===== src/rtl/vga_out.sv =====
// 640x480@60 VGA timing generator that scans a 256x240 frame buffer 2x-scaled into a centred
// 512x480 window and widens RRRGGGBBB pixels to 8 bits per channel.
module vga_out #(
    parameter int unsigned H_ACTIVE   = 640,
    parameter int unsigned H_FP       = 16,
    parameter int unsigned H_SYNC     = 96,
    parameter int unsigned H_BP       = 48,
    parameter int unsigned V_ACTIVE   = 480,
    parameter int unsigned V_FP       = 10,
    parameter int unsigned V_SYNC     = 2,
    parameter int unsigned V_BP       = 33,
    parameter int unsigned X_OFFSET   = 64,
    parameter logic [8:0]  BORDER_RGB = 9'h000
) (
    input  logic       clk,
    input  logic       rst,
    output logic [7:0] pix_ptr_x,
    output logic [7:0] pix_ptr_y,
    input  logic [8:0] rgb,
    output logic [7:0] vga_r,
    output logic [7:0] vga_g,
    output logic [7:0] vga_b,
    output logic       vga_hs,
    output logic       vga_vs,
    output logic       vga_blank_n,
    output logic       vblank,
    output logic       frame_start
);

    localparam int unsigned CW       = 10;
    localparam int unsigned IMG_W    = 512;
    localparam int unsigned H_TOT    = H_ACTIVE + H_FP + H_SYNC + H_BP;
    localparam int unsigned V_TOT    = V_ACTIVE + V_FP + V_SYNC + V_BP;
    localparam int unsigned HS_START = H_ACTIVE + H_FP;
    localparam int unsigned HS_END   = HS_START + H_SYNC;
    localparam int unsigned VS_START = V_ACTIVE + V_FP;
    localparam int unsigned VS_END   = VS_START + V_SYNC;

    logic [CW-1:0] hcnt;
    logic [CW-1:0] vcnt;
    logic          h_last;
    logic          v_last;
    logic          in_img;
    logic          vis;
    logic          hs_act;
    logic          vs_act;
    logic [8:0]    pix;

    // Replicate the 3-bit channel so full scale maps to 8'hFF.
    function automatic logic [7:0] expand(input logic [2:0] c);
        return {c, c, c[2:1]};
    endfunction

    // Stage 0: free-running raster position.
    always_ff @(posedge clk) begin
        if (rst) begin
            hcnt <= '0;
            vcnt <= '0;
        end else if (h_last) begin
            hcnt <= '0;
            vcnt <= v_last ? '0 : vcnt + CW'(1);
        end else begin
            hcnt <= hcnt + CW'(1);
        end
    end

    always_comb begin
        h_last    = (hcnt == CW'(H_TOT - 1));
        v_last    = (vcnt == CW'(V_TOT - 1));
        in_img    = (vcnt < CW'(V_ACTIVE)) && (hcnt >= CW'(X_OFFSET))
                    && (hcnt < CW'(X_OFFSET + IMG_W));
        vis       = (hcnt < CW'(H_ACTIVE)) && (vcnt < CW'(V_ACTIVE));
        hs_act    = (hcnt >= CW'(HS_START)) && (hcnt < CW'(HS_END));
        vs_act    = (vcnt >= CW'(VS_START)) && (vcnt < CW'(VS_END));
        pix_ptr_x = '0;
        pix_ptr_y = '0;
        if (in_img) begin
            pix_ptr_x = 8'((hcnt - CW'(X_OFFSET)) >> 1);
            pix_ptr_y = vcnt[8:1];
        end
        // rgb only passes through inside the image so an undriven fb bus never reaches the DAC.
        pix = '0;
        if (in_img) begin
            pix = rgb;
        end else if (vis) begin
            pix = BORDER_RGB;
        end
    end

    // Stage 1: every DAC/sync/status output registered off the stage-0 position.
    always_ff @(posedge clk) begin
        if (rst) begin
            vga_r       <= '0;
            vga_g       <= '0;
            vga_b       <= '0;
            vga_hs      <= 1'b1;
            vga_vs      <= 1'b1;
            vga_blank_n <= 1'b0;
            vblank      <= 1'b0;
            frame_start <= 1'b0;
        end else begin
            vga_r       <= expand(pix[8:6]);
            vga_g       <= expand(pix[5:3]);
            vga_b       <= expand(pix[2:0]);
            vga_hs      <= ~hs_act;
            vga_vs      <= ~vs_act;
            vga_blank_n <= vis;
            vblank      <= (vcnt >= CW'(V_ACTIVE));
            frame_start <= (hcnt == '0) && (vcnt == '0);
        end
    end

endmodule


===== config.mk =====
export PLATFORM = sky130hd
export DESIGN_NAME = vga_out
export DESIGN_NICKNAME = d
export VERILOG_FILES = /design/src/rtl/vga_out.sv
export SDC_FILE = /design/constraint.sdc
export NUM_CORES = 1
export LEC_CHECK = 0
export CORE_MARGIN = 5
export CORE_UTILIZATION = 46
export DETAILED_ROUTE_END_ITERATION = 8
export GPL_TIMING_DRIVEN = 0
export PLACE_DENSITY = 0.79
export SYNTH_ARGS = -nofsm -noshare
export SYNTH_HDL_FRONTEND = slang
export SYNTH_SLANG_ARGS = --single-unit
export TNS_END_PERCENT = 10

===== constraint.sdc =====
create_clock -name clk -period 3 [get_ports clk]
set_clock_uncertainty 0.2 [all_clocks]
set_input_delay 0.9 -clock clk [delete_from_list [all_inputs] [get_ports clk]]
set_output_delay 0.9 -clock clk [all_outputs]
set_load 0.005 [all_outputs]

Word level (Yosys, flattened, before mapping)
Cells that the tools add are included.

Input port bits: 11. Output and inout port bits: 45. Bits in registers: 49.

Eq/ne operators: 2. Bitwise gates (word level): 2. Reduce and logical (&&, ||, !) cells: 9. Add/sub/neg operators: 3. $lt $le $gt $ge: 9. Multiplexer cells: 4.

Operator list (count): $lt A10 B10 Y1 const B (3); $add A10 B1 Y10 const B (2); $eq A10 B10 Y1 const B (2); $ge A10 B9 Y1 const B (2); $logic_not A10 Y1 (2); $lt A10 B9 Y1 const B (2); $mux W8 (2); $ge A10 B10 Y1 const B (1); $ge A10 B7 Y1 const B (1); $mux W10 (1); $mux W9 (1); $sub A9 B7 Y9 const B (1); $logic_and A1 B1 Y1 (6); $not A1 Y1 (2); $reduce_or A2 Y1 (1).

Logic depth before layout (Yosys ltp)
Depth in word-level cells: 4. Gate-level depth with buffers: 7.

Worst setup path after synthesis
OpenSTA, ideal clock, no wires.

Path type: flip-flop to output port. From: register hcnt[6]. To: output pix_ptr_x[1]. Arrival time: 1549 ps. Path slack: 351 ps. Required time: 1900 ps. Cell stages (with the launch flop): 7. Cell sequence: dfxtp_1 inv_1 ha_1 nand2b_1 a311oi_1 a211oi_1 and2_1.

Cells in the longest elaborated chain, start to end: 4.

RTL lines: start, declared (RTL line 39) `logic [CW-1:0] hcnt;`; start signal, assigned (RTL line 63) `hcnt <= hcnt + CW'(1);`; $ge A10 B7 Y1 (RTL line 70) `in_img = (vcnt < CW'(V_ACTIVE)) && (hcnt >= CW'(X_OFFSET))`; $logic_and A1 B1 Y1 (RTL line 70); $logic_and A1 B1 Y1 * (RTL line 71) `&& (hcnt < CW'(X_OFFSET + IMG_W));`; $mux W8 * (RTL line 77) `if (in_img) begin`; end, declared (RTL line 17) `output logic [7:0] pix_ptr_x,`.

Every way passes the cells marked *; elsewhere a longest branch is shown, timed or not.

Final worst setup path
From: register hcnt[2]. To: output pix_ptr_x[7].

Cells in the longest elaborated chain, start to end: 4.

RTL lines (RTL line): $ge A10 B7 Y1 (70); $logic_and A1 B1 Y1 (70); $logic_and A1 B1 Y1 (71); $mux W8 * (77).

Marks and branches as above.

==> metrics.cfg <==
[clock_tree]
cts_num_sinks=34
root_buffer=clkbuf_8
cts_tree=built
ctsHoldBuffers=0
clkLatencyLatePin_ps=290
cts_buffers=5
cts_buffer_depth=2
clk_pin_slew_worst_paths_ps=60
htree_levels=2

[layout]
utilization=0.691
drive_above_1_share=0.315
antenna_cells=0
final_common_cell=clkdlybuf4s50_1
syn_to_final_growth_pct=42.5
final_cell_mix=clkdlybuf4s50_1 (38), buf_4 (29), dfxtp_1 (27)
nNetsFinal=294
fin_area_sq_mm=0.00257

[worst_setup_path]
worstPathRequired_ps=1900
start_kind=flip-flop
critPathSlowestCell=dfxtp_4
max_stage_delay_ps=370
path_cells=nor4_4 -> a311oi_2 -> buf_4 -> a211o_1 -> buf_6 -> a21oi_2 -> buf_2
critical-path-top-delay-family=compound AO/OA/AOI/OAI gates
path_buf_inv=3
cp.arrival_ps=1960
endpoint_kind=output port
criticalPathCategory=reg2out
path_max_fanout=8

[synthesis]
synth-edff-count=0
synth_top_cell_area_share=0.378
dominantRegCellSynth=dfxtp_1
synth_seq_cells=34
synth.distinct_cells=38
synth_cells=201
netlist_area_sq_mm=0.00180
syn-num-nets=222
synth_area_leader_cell=dfxtp_1
synthTopCellsByArea=dfxtp_1 (38%), buf_4 (7.1%), ha_1 (6.9%)
synth_seq_area_share=0.378
async_flop_share=0
yosysWarnings=0
avgSynthCellArea_sq_um=8.96

[route]
wl_per_cell_um=13.6
wl_um=4360
vias=1619
dr.pass1.iters=5
viasPerCell=5.04
drc=0
postRouteAntennaNets=0
first_iter_violations=86

[grt]
overflow=0
grt_pass1_vias=1527
grt_max_degree=11
antenna_found_initial=0
grt_use_total=0.178
grt_pass1_wl_um=7350

[run_status]
outcome=finished with violations
violations=negative setup slack

[timing]
finalCriticalPeriod_ps=3060
timing.final.ws_setup_ps=-59.1
slew_violations=0
min_period_over_period=1.02
tightest_slew_ps=468
hold_ws_ps=247
finalSetupViolCount=5
hold_viol_final=0
rsz0062_at_grt=yes
max_freq_ghz=0.327
relSlewSlack=0.688

[job]
cap_viol_max_count=0

[place]
pre_cts_slack_ps=-658
globalplace.congestion=0.842
place_area_sq_mm=0.00240
place.port_buffers=54
hpwl_um=3030

[floorplan]
initial_core_util=0.485
ios=56
die_x_um=72.6
rows=22
die-area_sq_mm=0.00527
die_h_um=72.6
core_area_sq_mm=0.00372

[power_and_ir_drop]
power.leakage_nw=1.03
powerDensity_mw_per_mm2=321
ir_drop_uv=195

[hold_path]
hp-class=reg2reg

==> power breakdown <==
part	internal, W	switching, W
clock	0.000155	0.000162
sequential	0.000455	0.00000534
combinational	0.0000269	0.0000204
total	0.000637	0.000187
==> cell usage after synthesis, types with 2 or more instances <==
cell,instances
a211oi_1,2
a21oi_2,2
and2_1,9
buf_4,17
buf_6,3
clkbuf_1,3
clkbuf_2,2
dfxtp_1,34
ha_1,10
inv_1,11
nand2_1,6
nand2b_1,3
nand3_1,9
nand4_1,3
nor2_1,30
nor3_1,7
nor3b_1,9
nor4_1,3
o21a_1,2
o21ai_0,3
or2_2,2
or3_1,2
xnor2_1,13
xor2_1,2
==> metrics by stage <==
stage                     power, W  std cells  setup TNS, ps
final                     0.000824        321          -89.9
after global routing      0.000854        321          -1050
after CTS                 0.000829        321           -332
after detailed placement  0.000517        303          -7740
after global placement    0.000516        303          -7320
after floorplan           0.000494        201              0
==> routing by layer <==
layer,vias up,track usage,part of all wire
met5,-,0,0
met4,0,0.0656,0.020
met3,9,0.0468,0.075
met2,62,0.274,0.45
met1,754,0.240,0.45
li1,794,-,-
==> cells by family (layout without fill, tap and decap cells) <==
group / Yosys count / count (layout) / share of synthesized area
AO/OA/AOI/OAI: 14 / 14 / 0.0569
adder cells (fa/ha/maj): 10 / 10 / 0.0694
buffers and inverters: 37 / 109 / 0.135
XOR/XNOR: 15 / 15 / 0.0729
flip-flops: 34 / 34 / 0.378
AND/OR/NAND/NOR: 91 / 91 / 0.287
==> final timing paths <==
check                 end  slack (ps)  depth (start not counted)  startpoint
min reg2reg       hcnt[0]         250                          1     hcnt[0]
min               hcnt[0]         250                          1     hcnt[0]
max reg2reg       vcnt[1]         820                          7     vcnt[1]
max          pix_ptr_x[7]         -60                          7     hcnt[2]
==> sequential cells by signal, summed over array words and instances, names as in the netlist <==
| register | cells |
|---|---|
| vga_vs | 1 |
| vga_r | 3 |
| vcnt | 10 |
| vga_g | 3 |
| frame_start | 1 |
| vblank | 1 |
| vga_b | 3 |
| vga_blank_n | 1 |
| hcnt | 10 |
| vga_hs | 1 |
==> what timing repair did <==
item,4_1_cts,5_1_grt
pin swaps,4,3
endpoints found under the setup margin,16,16
hold endpoints to repair,0,0
gates resized for setup,64,23
buffers inserted,11,1
==> area by class of cell <==
| class | instances | area [sq um] |
|---|---|---|
| fillers | 305 | 1150 |
| clock inverters | 2 | 10.0 |
| plain buffers | 25 | 198 |
| flip-flops and latches | 34 | 699 |
| repair buffers | 66 | 563 |
| well taps | 48 | 60.1 |
| multi-input cells | 130 | 925 |
| inverters | 11 | 43.8 |
| clock buffers | 5 | 68.8 |
(Power assumes the default switching activity.)
